<file path="src/rtl/kgp_risc_pkg.sv">
// kgp_risc_pkg
//   Shared KGP-RISC decode definitions: opcode encodings, the branch-and-link
//   function code, the link register index and the decoded_t record that the
//   decode stage produces and buffers.
//   decoded_t imm/label fields are KGP_XLEN wide. Modules that carry decoded_t
//   must be built with XLEN equal to KGP_XLEN.
package kgp_risc_pkg;

   localparam int KGP_XLEN = 32;

   localparam logic [2:0] OP_R  = 3'b000;
   localparam logic [2:0] OP_I  = 3'b001;
   localparam logic [2:0] OP_LS = 3'b010;
   localparam logic [2:0] OP_B1 = 3'b011;
   localparam logic [2:0] OP_B2 = 3'b100;
   localparam logic [2:0] OP_B3 = 3'b101;

   localparam logic [3:0] FUNC_BL  = 4'b0001;
   localparam logic [4:0] LINK_REG = 5'd31;

   typedef struct packed {
      logic [2:0]          opcode;
      logic [3:0]          func_code;
      logic [4:0]          rs;
      logic [4:0]          rt;
      logic                rs_used;
      logic                rt_used;
      logic [KGP_XLEN-1:0] imm;
      logic [KGP_XLEN-1:0] label;
      logic                illegal;
   } decoded_t;

endpackage

</file>
<file path="src/rtl/kgp_instr_fields.sv">
// kgp_instr_fields
//   Purely combinational field extractor: {instruction, pc} -> decoded_t.
//   Every field not defined by the instruction's format is driven to 0.
// Ports
//   instruction  in   32    raw instruction word
//   pc           in   PC_W  PC of that instruction (used only for bl link value)
//   dec          out  decoded_t  decoded fields
module kgp_instr_fields
   import kgp_risc_pkg::*;
#(
   parameter int XLEN = KGP_XLEN,
   parameter int PC_W = 32
) (
   input  logic [31:0]   instruction,
   input  logic [PC_W-1:0] pc,
   output decoded_t      dec
);

   always_comb begin
      dec        = '0;
      dec.opcode = instruction[31:29];
      case (instruction[31:29])
         OP_R: begin
            dec.rs        = instruction[28:24];
            dec.rt        = instruction[23:19];
            dec.imm       = {{(XLEN-5){1'b0}}, instruction[18:14]};
            dec.func_code = instruction[13:10];
            dec.rs_used   = 1'b1;
            dec.rt_used   = 1'b1;
         end
         OP_I: begin
            dec.rs        = instruction[28:24];
            dec.imm       = {{(XLEN-20){instruction[23]}}, instruction[23:4]};
            dec.func_code = instruction[3:0];
            dec.rs_used   = 1'b1;
         end
         OP_LS: begin
            dec.rs        = instruction[28:24];
            dec.rt        = instruction[23:19];
            dec.imm       = {{(XLEN-18){instruction[18]}}, instruction[18:1]};
            dec.func_code = {3'b000, instruction[0]};
            dec.rs_used   = 1'b1;
            dec.rt_used   = 1'b1;
         end
         OP_B1: begin
            dec.label     = {{(XLEN-25){1'b0}}, instruction[28:4]};
            dec.func_code = instruction[3:0];
            // bl is recognised from the incoming word itself
            if (instruction[3:0] == FUNC_BL) begin
               dec.rt      = LINK_REG;
               dec.rt_used = 1'b1;
               dec.imm     = XLEN'(pc) + XLEN'(1);
            end
         end
         OP_B2: begin
            dec.rs        = instruction[28:24];
            dec.func_code = instruction[23:20];
            dec.rs_used   = 1'b1;
         end
         OP_B3: begin
            dec.rs        = instruction[28:24];
            dec.label     = {{(XLEN-20){1'b0}}, instruction[23:4]};
            dec.func_code = instruction[3:0];
            dec.rs_used   = 1'b1;
         end
         default: begin
            dec.illegal = 1'b1;
         end
      endcase
   end

endmodule

</file>
<file path="src/rtl/kgp_decode_stage.sv">
// kgp_decode_stage
//   Decode stage between fetch and register-read. Decodes {instruction, pc}
//   on push and buffers the result in a DEPTH-entry FIFO presented downstream
//   with valid/ready. flush empties the FIFO at the next edge.
//   Optional feature macro: DECODE_PERF_CNT_EN adds saturating pop counters
//   perf_decoded / perf_illegal (cleared by reset only).
// Ports
//   clk, rst           clock, asynchronous active-low reset
//   flush              synchronous flush, overrides push and pop
//   in_valid/in_ready  fetch handshake (in_ready = FIFO not full)
//   instruction, pc    incoming word and its PC
//   out_valid/out_ready downstream handshake on the FIFO head
//   opcode..illegal    decoded fields of the head entry
//   perf_decoded/perf_illegal  pop counters (DECODE_PERF_CNT_EN only)
module kgp_decode_stage
   import kgp_risc_pkg::*;
#(
   parameter int XLEN  = KGP_XLEN,
   parameter int PC_W  = 32,
   parameter int DEPTH = 2
) (
   input  logic            clk,
   input  logic            rst,
   input  logic            flush,
   input  logic            in_valid,
   output logic            in_ready,
   input  logic [31:0]     instruction,
   input  logic [PC_W-1:0] pc,
   output logic            out_valid,
   input  logic            out_ready,
   output logic [2:0]      opcode,
   output logic [3:0]      func_code,
   output logic [4:0]      rs,
   output logic [4:0]      rt,
   output logic            rs_used,
   output logic            rt_used,
   output logic [XLEN-1:0] imm,
   output logic [XLEN-1:0] label,
   output logic            illegal
`ifdef DECODE_PERF_CNT_EN
   ,
   output logic [31:0]     perf_decoded,
   output logic [31:0]     perf_illegal
`endif
);

   localparam int AW = $clog2(DEPTH);

   logic [AW-1:0] wr_ptr;
   logic [AW-1:0] rd_ptr;
   logic [AW:0]   count;
   decoded_t      mem [DEPTH];
   decoded_t      dec;
   decoded_t      head;
   decoded_t      last_q;
   logic          push;
   logic          pop;

   kgp_instr_fields #(
      .XLEN (XLEN),
      .PC_W (PC_W)
   ) u_fields (
      .instruction (instruction),
      .pc          (pc),
      .dec         (dec)
   );

   assign in_ready  = (count != (AW+1)'(DEPTH));
   assign out_valid = (count != '0);
   assign push      = in_valid && in_ready && !flush;
   assign pop       = out_valid && out_ready && !flush;

   always_ff @(posedge clk or negedge rst) begin
      if (!rst) begin
         wr_ptr <= '0;
         rd_ptr <= '0;
         count  <= '0;
      end else if (flush) begin
         wr_ptr <= '0;
         rd_ptr <= '0;
         count  <= '0;
      end else begin
         if (push) wr_ptr <= wr_ptr + 1'b1;
         if (pop)  rd_ptr <= rd_ptr + 1'b1;
         case ({push, pop})
            2'b10:   count <= count + 1'b1;
            2'b01:   count <= count - 1'b1;
            default: count <= count;
         endcase
      end
   end

   // Storage needs no reset: a slot is only read after it has been written.
   always_ff @(posedge clk) begin
      if (push) mem[wr_ptr] <= dec;
   end

   // Copy of the most recently popped entry, shown while the FIFO is empty.
   always_ff @(posedge clk or negedge rst) begin
      if (!rst) begin
         last_q <= '0;
      end else if (pop) begin
         last_q <= mem[rd_ptr];
      end
   end

   assign head = out_valid ? mem[rd_ptr] : last_q;

   assign opcode    = head.opcode;
   assign func_code = head.func_code;
   assign rs        = head.rs;
   assign rt        = head.rt;
   assign rs_used   = head.rs_used;
   assign rt_used   = head.rt_used;
   assign imm       = head.imm;
   assign label     = head.label;
   assign illegal   = head.illegal;

`ifdef DECODE_PERF_CNT_EN
   always_ff @(posedge clk or negedge rst) begin
      if (!rst) begin
         perf_decoded <= '0;
         perf_illegal <= '0;
      end else if (pop) begin
         if (head.illegal) begin
            if (perf_illegal != '1) perf_illegal <= perf_illegal + 1'b1;
         end else begin
            if (perf_decoded != '1) perf_decoded <= perf_decoded + 1'b1;
         end
      end
   end
`endif

endmodule

</file>
<file path="config.mk">
export PLATFORM = sky130hd
export DESIGN_NAME = kgp_decode_stage
export DESIGN_NICKNAME = d
export VERILOG_FILES = /design/src/rtl/kgp_risc_pkg.sv /design/src/rtl/kgp_instr_fields.sv /design/src/rtl/kgp_decode_stage.sv
export SDC_FILE = /design/constraint.sdc
export NUM_CORES = 1
export LEC_CHECK = 0
export ABC_AREA = 1
export BUFFER_PORTS_ARGS = -buffer_cell sky130_fd_sc_hd__buf_2
export CORE_MARGIN = 2
export CORE_UTILIZATION = 35
export CTS_CLUSTER_SIZE = 8
export DETAILED_ROUTE_END_ITERATION = 12
export GPL_TIMING_DRIVEN = 1
export PLACE_DENSITY = 0.62
export RECOVER_POWER = 25
export SYNTH_ARGS = -nofsm -noshare
export SYNTH_HDL_FRONTEND = slang
export SYNTH_SLANG_ARGS = --single-unit
</file>
<file path="constraint.sdc">
create_clock -name clk -period 5.05 [get_ports clk]
set_clock_uncertainty 0.15 [all_clocks]
set_input_delay 0 -clock clk [delete_from_list [all_inputs] [get_ports clk]]
set_output_delay 0 -clock clk [all_outputs]
set_load 0.005 [all_outputs]
</file>
## After elaboration in Yosys (flattened, before gate mapping)

Memories as Yosys holds them, arrays and structs flattened.
Cells that the tools add are included.

| storage, ports and cells | value |
|---|---|
| word-level logic and storage cells | 60 |
| RAM bits | 154 |
| register bits after elaboration | 88 |
| input port bits | 69 |
| memories kept | 1 |
| output and inout port bits | 86 |

| cells by class | value |
|---|---|
| equality and inequality tests | 9 |
| muxes and demuxes | 19 |
| reduce and logical (&&, ||, !) cells | 14 |
| $add $sub $neg | 5 |

Memories:

| name | depth | bits a word | rd ports | clocked after Yosys merged registers in | wr ports | RTL line | source |
|---|---|---|---|---|---|---|---|
| mem | 2 | 77 | 1 | 0 | 1 | kgp_decode_stage.sv:52 | `decoded_t mem [DEPTH];` |

Operators with widths:

| kind | count |
|---|---|
| $pmux W32 S4 | 1 |
| $mux W84 | 1 |
| $pmux W25 S2 | 1 |
| $mux W33 | 1 |
| $add A32 B1 Y32 const B | 1 |
| $pmux W4 S4 | 1 |
| $mux W5 | 2 |
| $pmux W5 S2 | 1 |
| $mux W1 | 8 |
| $eq A3 B2 Y1 const B | 2 |
| $eq A3 B3 Y1 const B | 2 |
| $reduce_bool A2 Y1 | 3 |
| $reduce_or A6 Y1 | 1 |
| $reduce_or A5 Y1 | 1 |
| $eq A4 B1 Y1 const B | 1 |
| $logic_and A1 B1 Y1 | 4 |
| $pmux W2 S2 | 1 |
| $eq A3 B1 Y1 const B | 1 |
| $logic_not A3 Y1 | 1 |
| $reduce_bool A3 Y1 | 1 |
| $reduce_or A3 Y1 | 1 |
| $add A1 B1 Y1 const B | 2 |
| $add A2 B1 Y2 const B | 1 |
| $eq A2 B1 Y1 const B | 1 |
| 7 further kinds | 7 |

## Longest topological paths before layout

Gate-level depths: netlist of run 1.

| logic depth | value |
|---|---|
| depth after elaboration | 6 |
| gate-level depth with buffers | 11 |
| gate-level depth less buffers | 10 |

## Hierarchy

From an unflattened synthesis of run 1, not the netlist that was laid out.

| second synthesis, totals | value |
|---|---|
| cells, all modules | 1421 |
| area, all modules | 12370.6 um2 |

Modules (own cells, without submodules):

| module | sequential area each (um2) | area each (um2) | times used | cells each |
|---|---|---|---|---|
| kgp_decode_stage | 7247.0 | 10481.3 | 1 | 1021 |
| kgp_instr_fields | 0.0 | 1889.3 | 1 | 400 |

## Worst setup path after synthesis of run 1

OpenSTA, ideal clock, no wires.

| path | value |
|---|---|
| kind | flip-flop to flip-flop |
| start point | register count[0] |
| end point | memory mem[0][0] (netlist name) (enable) |
| data arrival time | 3.880 ns |
| clock period less this slack | 4.544 ns |
| setup time | 0.514 ns |
| stages on the path, launching flop included | 5 |
| buffers on the path | 0 |
| data required time | 4.386 ns |
| path slack | 0.506 ns |
| path through | dfrtp_1 -> inv_1 -> nand2_1 -> nand3_1 -> nor2_1 |

| between the ends | value |
|---|---|
| cells in the longest elaborated chain, start to end | 5 |

Ends and longest elaborated chain:

| what | RTL line | source |
|---|---|---|
| from (decl) | kgp_decode_stage.sv:51 | `logic [AW:0] count;` |
| from (signal assigned) | kgp_decode_stage.sv:86 | `2'b10: count <= count + 1'b1;` |
| from (signal assigned) | kgp_decode_stage.sv:87 | `2'b01: count <= count - 1'b1;` |
| from (signal assigned) | kgp_decode_stage.sv:88 | `default: count <= count;` |
| $ne A2 B2 Y1 | kgp_decode_stage.sv:68 | `assign in_ready = (count != (AW+1)'(DEPTH));` |
| net in_ready | kgp_decode_stage.sv:26 | `output logic in_ready,` |
| $logic_and A1 B1 Y1 (2 in a row) | kgp_decode_stage.sv:70 | `assign push = in_valid && in_ready && !flush;` |
| $mux W1 | kgp_decode_stage.sv:95 | `if (push) mem[wr_ptr] <= dec;` |
| $mux W1 (not written as such) | kgp_decode_stage.sv:95 |  |
| to (decl) | kgp_decode_stage.sv:52 |  |

The timed path passes the listed nets, and every way through them passes these cells.

## Worst setup path in the final report of run 1

| path | value |
|---|---|
| start point | register count[0] |
| end point | register count[1] |

| between the ends | value |
|---|---|
| cells in the longest elaborated chain, start to end | 6 |
| elaborated cells on any way between the ends | 13 |
| classes of those cells | 2 x add/sub; 3 x eq/ne; 2 x mux; 6 x reduce/logical |

Ends and longest elaborated chain:

| what | RTL line | source |
|---|---|---|
| $ne A2 B2 Y1 / $reduce_bool A2 Y1 (equally long branches) | kgp_decode_stage.sv:68, kgp_decode_stage.sv:69 |  |
| $logic_and A1 B1 Y1 (on tied branches) (2 in a row) | kgp_decode_stage.sv:70, kgp_decode_stage.sv:71 |  |
| $eq A2 B1 Y1 / $eq A2 B2 Y1 (equally long branches) | kgp_decode_stage.sv:85 | `case ({push, pop})` |
| $pmux W2 S2 | kgp_decode_stage.sv:85 |  |
| $mux W2 | kgp_decode_stage.sv:78 | `end else if (flush) begin` |

Several ways; a longest one is shown, not always the timed one.
A chain may end at the register's enable or synchronous reset.

==> summary.txt, run 1 <==
Synthesis
  • Synth area leaders: edfxtp_1 41%, dfrtp_1 18%, nand2_1 17%
  • Count of different cell masters after synthesis: 33
  • Synth async-reset ratio: 34.5%
  • Yosys reg bits: 235
  • Commonest cells in the synthesized netlist: 525 x nand2_1, 165 x o21ai_0, 154 x edfxtp_1
  • Synthesis warning total: 0
  • Synthesized area: 11400 sq um
  • Top cell type by total area after synthesis: edfxtp_1
  • Avg Inst Size Synth: 8.57 sq um
  • Count leader, synth: nand2_1
  • Ys flop type: edfxtp_1
  • Synth Instances: 1328
  • Seq/Total Area, Yosys: 58.4%
  • Post-synth EDFFs: 154
  • Top cell type's share of synthesized area: 40.6%

Power
  • LEAKAGE: 0.00641 uW
  • Net Sw Power: 2350 uW
  • Clk pwr share: 31.2%
  • Sequential Power Share: 37.2%
  • Comb power frac: 31.6%
  • Net Sw Frac: 33.7%
  • Max IR drop VDD: 0.249 mV
  • Internal power: 4620 uW
  • PD cells: 485 nW/um^2
  • Total power: 6970 uW

Placement
  • Post-DP HPWL: 20200 um
  • Worst slack, placed: 2.24 ns
  • RePlAce Congestion: 0.852
  • Buffers on Ports: 147

Detailed routing
  • Drt first pass iters: 7
  • Drt total wl: 29900 um
  • Antenna-violating nets left: 0
  • DR vias/cell: 4.62
  • Via count: 9331
  • Post-DR wirelength/cell: 14.8 um
  • DR iter-0 viols: 685
  • DRC Markers: 0

Die
  • Initial core utilization: 35.3%
  • Io pins: 155
  • Core Area: 32300 sq um
  • Die area: 34000 sq um
  • Num rows: 66
  • Die Width: 184 um
  • Die Y: 184 um

STA
  • Slew @ Worst Pin: 2.82 ns
  • Slew HR: -88.0%
  • Setup TNS: 0 ns
  • Final setup vio count: 0
  • Final period util: 80.4%
  • Final WS setup: 0.990 ns
  • Post-route minimum period: 4.06 ns
  • Final hold slack: 0.200 ns
  • RSZ-0062 raised after global routing: no
  • Final-report hold violation count: 0
  • Slew Viols, Final: 83
  • Maximum clock rate: 246 MHz

GRT
  • Routing usage on met2: 28.3%
  • First-pass GRT wire length: 46800 um
  • Met3 usage: 2.71%
  • Largest net degree at the start of global routing: 97
  • Vias in the first global route: 8762
  • Met1 Use GR: 23.9%
  • Initial antenna violation count: 1
  • Grt ovf: 0
  • Overall routing resource usage: 17.7%
  • GR peak layer: met2

Run
  • MaxCap Viol Count: 2

Worst setup path
  • Buf/Inv on CP: 6
  • Crit path cell chain: inv_1 > nand2_4 > nand3_1 > clkinv_2 > buf_12 > nand2_1 > nand2_1 > inv_1 > nor2_2 > dlygate4sd3_1 > nand2_1 > nand2_1 > dlygate4sd3_1
  • Crit path kind: reg2reg
  • Critical Path Max Stage Delay: 0.57 ns
  • Worst-path maximum fanout: 96
  • Most used cell along the critical path: nand2_1
  • Crit-path slowest cell: dlygate4sd3_1
  • Crit path DAT: 4.29 ns
  • Crit path max-delay family: buffers and inverters
  • Kind of end point of the critical path: flip-flop
  • Data required, critical path: 5.28 ns
  • Startpoint types: flip-flop

Layout
  • Layout cell share with drive strength beyond 1: 13.4%
  • Core Util, Final: 44.5%
  • Final net count: 1619
  • Area growth from synthesis to layout: 26.1%

Clock network
  • Number of CTS-inserted buffers: 35
  • Clock Root Buffer: clkbuf_16
  • CTS tree: built
  • CTS clk-pin slew, worst paths: 0.05 ns
  • Latest clock arrival within the worst-skew pair: 0.50 ns
  • Resize count post-CTS: 0
  • Sink Count: 235
  • Max Buffers Root-to-Sink: 3
  • Htree depth: 2

Run status
  • Failing checks: max-capacitance violations, max-slew violations
  • Status: complete, but fails checks

Hold path
  • Hold WC Path Type: in2reg
-- power by group through the flow --
stage	sequential, uW	combinational (uW)	clock [uW]
floorplan	2600	1290	0
global placement	2610	2130	0
detailed placement	2620	2160	0
CTS	2590	2230	2220
global route	2630	2500	2320
finish	2590	2200	2180
-- per-stage QoR --
stage	instance area (sq um)	std cells
5_1_grt	14400	2018
4_1_cts	14400	2017
6_report	14400	2018
3_3_place_gp	12500	1864
3_5_place_dp	12500	1864
2_1_floorplan	11400	1334
-- layout make-up --
| type | count | area (sq um) |
|---|---|---|
| Clock inverter | 2 | 25.0 |
| Fill cell | 3141 | 17900 |
| Clock buffer | 62 | 1020 |
| Timing Repair Buffer | 244 | 1690 |
| Sequential cell | 235 | 6650 |
| Inverter | 152 | 572 |
| Antenna cell | 1 | 2.50 |
| Tap cell | 442 | 553 |
| Multi-Input combinational cell | 880 | 3840 |
-- per-layer routing --
| layer | share of wire (%) | up-vias | routed length (um) |
|---|---|---|---|
| met1 | 45 | 4287 | 13400 |
| met4 | 3.4 | 0 | 1030 |
| met5 | 0 | - | 0 |
| li1 | - | 4676 | - |
| met2 | 47 | 299 | 13900 |
| met3 | 5.3 | 69 | 1590 |
-- registers in the layout (all words and copies together) (netlist names) --
name,flops
last_q,77
count,2
mem,154
rd_ptr,1
wr_ptr,1
-- path summary, 6_finish.rpt --
path	from	endpoint	slack (ns)	cells past startpoint
setup / recovery	count[0]	count[1]	0.99	13
hold / removal	out_ready	rd_ptr	0.20	4
setup reg to reg	count[0]	count[1]	0.99	13
hold reg to reg	last_q[70]	last_q[70]	0.38	2
max in group asynchronous	rst	rd_ptr	1.38	4
min in group asynchronous	rst	last_q[12]	1.18	4
-- worst register-to-register path: cells and delay by family (launching register included) --
| kind | cells | cell delay [ns] |
|---|---|---|
| simple gates | 7 | 1.04 |
| buf+inv | 6 | 2.37 |
| flops | 1 | 0.41 |
-- timing repair --
item,in CTS,in global routing
buffers inserted,0,0
hold buffers,89,0
hold endpoints to repair,231,0
endpoints found under the setup margin,0,0
-- placed cells by master (no fill, tap or decap), drive strengths merged --
| cell type | Yosys | routed |
|---|---|---|
| a21oi | 5 | 5 |
| and2 | 1 | 1 |
| buf | 47 | 149 |
| clkbuf | 20 | 69 |
| clkinv | 0 | 2 |
| conb | 1 | 7 |
| dfrtp | 81 | 81 |
| diode | 0 | 1 |
| dlygate4sd3 | 0 | 88 |
| edfxtp | 154 | 154 |
| ha | 2 | 2 |
| inv | 152 | 152 |
| nand2 | 528 | 528 |
| nand3 | 35 | 35 |
| nand4 | 3 | 3 |
| nor2 | 85 | 85 |
| nor3 | 1 | 1 |
| o211ai | 1 | 1 |
| o21ai | 167 | 167 |
| o21bai | 14 | 14 |
| o221ai | 3 | 3 |
| o22ai | 17 | 17 |
| or2 | 1 | 1 |
| xnor2 | 2 | 2 |
| xor2 | 8 | 8 |
-- cell families after synthesis --
group	synth area share, %
other	0.0329
adders and majority gates	0.220
and+or+nand+nor	22.6
xor gates and xnor gates	0.769
buffers and inverters	8.13
DFF	58.4
AOI/OAI and AO/OA	9.78
No activity file was read; power rests on OpenSTA's default activity.
==> run 2, diff against run 1 <==
Clock period 5.05 ns to 4.15 ns, I/O delays scaled along.
==> summary.txt, run 2 (synthesis gave the netlist of run 1 again) <==
Run status
  • Status: complete, but fails checks
  • Failing checks: max-capacitance violations, max-slew violations

GRT
  • Met3 usage: 2.43% (-0.28 points)
  • Routing usage on met2: 28.2% (-0.075 points)
  • Initial antenna violation count: 2 (+1)
  • Largest net degree at the start of global routing: 126 (+30%)
  • Vias in the first global route: 8800 (+0.43%)
  • Met1 Use GR: 24.1% (+0.22 points)
  • First-pass GRT wire length: 46500 um (-0.68%)
  • Overall routing resource usage: 17.5% (-0.13 points)
  • Grt ovf: 0 (unchanged)
  • GR peak layer: met2

Layout
  • Largest regs: mem (154), last_q (77), count (2)
  • Area growth from synthesis to layout: 25.4%
  • Final net count: 1612 (-0.43%)
  • Commonest non-fill, non-tap cell in the layout: nand2_1
  • Largest register by flop count: mem
  • Largest register FFs: 154 (unchanged)
  • Layout cell share with drive strength beyond 1: 13.5% (+0.13 points)
  • Commonest non-fill, non-tap cells in the layout: 524 x nand2_1, 165 x o21ai_0, 154 x edfxtp_1
  • Fill cell count: 3119 (-0.70%)

Placement
  • Post-DP HPWL: 20200 um (about the same)
  • Buffers on Ports: 147 (unchanged)
  • RePlAce Congestion: 0.832 (-2.4%)

Clock network
  • CTS tree: built
  • Sink Count: 235 (unchanged)
  • Htree depth: 2 (unchanged)
  • CTS clk-pin slew, worst paths: 0.06 ns (about the same)
  • Max Buffers Root-to-Sink: 3 (unchanged)
  • Post-CTS setup buffers: 0 (unchanged)
  • Number of CTS-inserted buffers: 35 (unchanged)
  • Clock Root Buffer: clkbuf_16
  • Latest clock arrival within the worst-skew pair: 0.50 ns (about the same)

Power
  • Sequential Power Share: 37.0% (-0.2 points)
  • LEAKAGE: 0.00638 uW (-0.45%)
  • Net Sw Frac: 34.0% (+0.34 points)
  • Comb power frac: 31.9% (+0.3 points)
  • Net Sw Power: 2890 uW (+23%)
  • Clk pwr share: 31.1% (about the same)
  • Max IR drop VDD: 0.381 mV (+53%)
  • Internal power: 5610 uW (+21%)
  • PD cells: 596 nW/um^2 (+23%)

Detailed routing
  • Antenna-violating nets left: 0 (unchanged)
  • DRC Markers: 0 (unchanged)
  • Post-DR wirelength/cell: 14.8 um (about the same)
  • Via count: 9258 (-0.78%)
  • DR vias/cell: 4.60 (-0.44%)
  • DR iter-0 viols: 746 (+8.9%)
  • Drt first pass iters: 9 (+2)
  • Drt total wl: 29800 um (-0.40%)

Worst setup path
  • Crit path depth: 12 (-1)
  • Kind of end point of the critical path: flip-flop
  • Critical Path Max Stage Delay: 0.72 ns (+0.15 ns)
  • Crit path kind: reg2reg
  • Most used cell along the critical path: nand2_1
  • Buf/Inv on CP: 5 (-1)
  • Worst-path maximum fanout: 81 (-16%)
  • Crit path DAT: 3.92 ns (-0.37 ns)
  • Crit path max-delay family: buffers and inverters
  • Crit-path slowest cell: clkinv_2
  • Crit path cell chain: inv_1 > nand2_4 > nand3_1 > clkinv_2 > nand2_1 > nand2_1 > inv_1 > nor2_2 > dlygate4sd3_1 > nand2_1 > nand2_1 > dlygate4sd3_1
  • Startpoint types: flip-flop
  • R2R cell count: 12 (-1)
  • Data required, critical path: 4.38 ns (-0.90 ns)

STA
  • Slew Viols, Final: 83 (unchanged)
  • RSZ-0062 raised after global routing: no
  • Maximum clock rate: 271 MHz (+10%)
  • Slew @ Worst Pin: 2.55 ns (-0.273 ns)
  • Slew HR: -69.8% (+18 points)
  • Final hold slack: 0.0287 ns (-0.171 ns)
  • Setup TNS: 0 ns (unchanged)
  • Final-report hold violation count: 0 (unchanged)
  • Final setup vio count: 0 (unchanged)
  • Final period util: 88.8% (+8.4 points)
  • Post-route minimum period: 3.69 ns (-0.374 ns)

Run
  • MaxCap Viol Count: 2 (unchanged)

Hold path
  • Hold path cells: 5 (+1)
  • Hold WC Path Type: in2reg

Die
  • Die Width: 184 um (unchanged)
  • Io pins: 155 (unchanged)
  • Initial core utilization: 35.3% (unchanged)
  • Die area: 34000 sq um (unchanged)
  • Num rows: 66 (unchanged)
  • Core Area: 32300 sq um (unchanged)
  • Die Y: 184 um (unchanged)
## run 2: cell count changes in the layout (fill, tap and decap cells not counted)
cell / change
clkinv_1: +1
dlygate4sd3_1: -8
buf_4: +2
diode_2: +1
buf_12: -1
clkbuf_1: -2
## run 2: timing repair
item,CTS,global route
gates resized for setup,0,0
endpoints found under the hold margin,189,0
hold buffers,81,0
## run 2: cell type report
cell class / count / area (sq um) / area share (%)
well taps: 442 / 553 / 3.88
flip-flops and latches: 235 / 6650 / 46.6
clock inverters: 3 / 28.8 / 0.202
inverters: 152 / 572 / 4.01
repair buffers: 237 / 1610 / 11.3
diodes: 2 / 5.00 / 0.0351
clock buffers: 60 / 1010 / 7.09
multi-input cells: 880 / 3840 / 26.9
## run 2: final timing paths
check                          from    endpoint  slack [ns]
setup / recovery           count[0]    count[0]        0.46
hold / removal                pc[2]  mem[0][32]        0.03
setup reg to reg           count[0]    count[0]        0.46
hold reg to reg            count[1]    count[1]        0.38
max in group asynchronous       rst      rd_ptr        0.75
min in group asynchronous       rst  last_q[37]        1.34
## run 2: worst register-to-register path, stage by stage, from the launching register on
cell and delay [ns]:
dfrtp_1 0.38, inv_1 0.13, nand2_4 0.21, nand3_1 0.19
clkinv_2 0.72, nand2_1 0.31, nand2_1 0.07, inv_1 0.10
nor2_2 0.04, dlygate4sd3_1 0.59, nand2_1 0.08, nand2_1 0.05
dlygate4sd3_1 0.55
## run 2: power groups by stage
stage                     Combinational, uW  Clock, uW  Sequential [uW]
final                                  2710       2650             3150
after global routing                   3100       2790             3190
after CTS                              2760       2690             3150
after detailed placement               2670          0             3190
after global placement                 2630          0             3170
after floorplan                        1570          0             3160
## run 2: routing by layer
metal  part of all wire (%)  vias up
li1                       -     4667
met1                     45     4242
met2                     46      296
met3                    5.8       53
met4                    2.9        0
met5                      0        -
## run 2: through the flow
step                utilization (%)  total power [uW]  area [sq um]  instances  worst slack (ns)
finish                         44.2              8500         14300       2011             0.465
detailed placement             38.5              5860         12400       1865              1.34
floorplan                         -              4730         11400       1334             0.880
CTS                            44.3              8590         14300       2009             0.498
global route                   44.2              9080         14300       2011            0.0773
global placement               38.5              5810         12400       1865              1.41
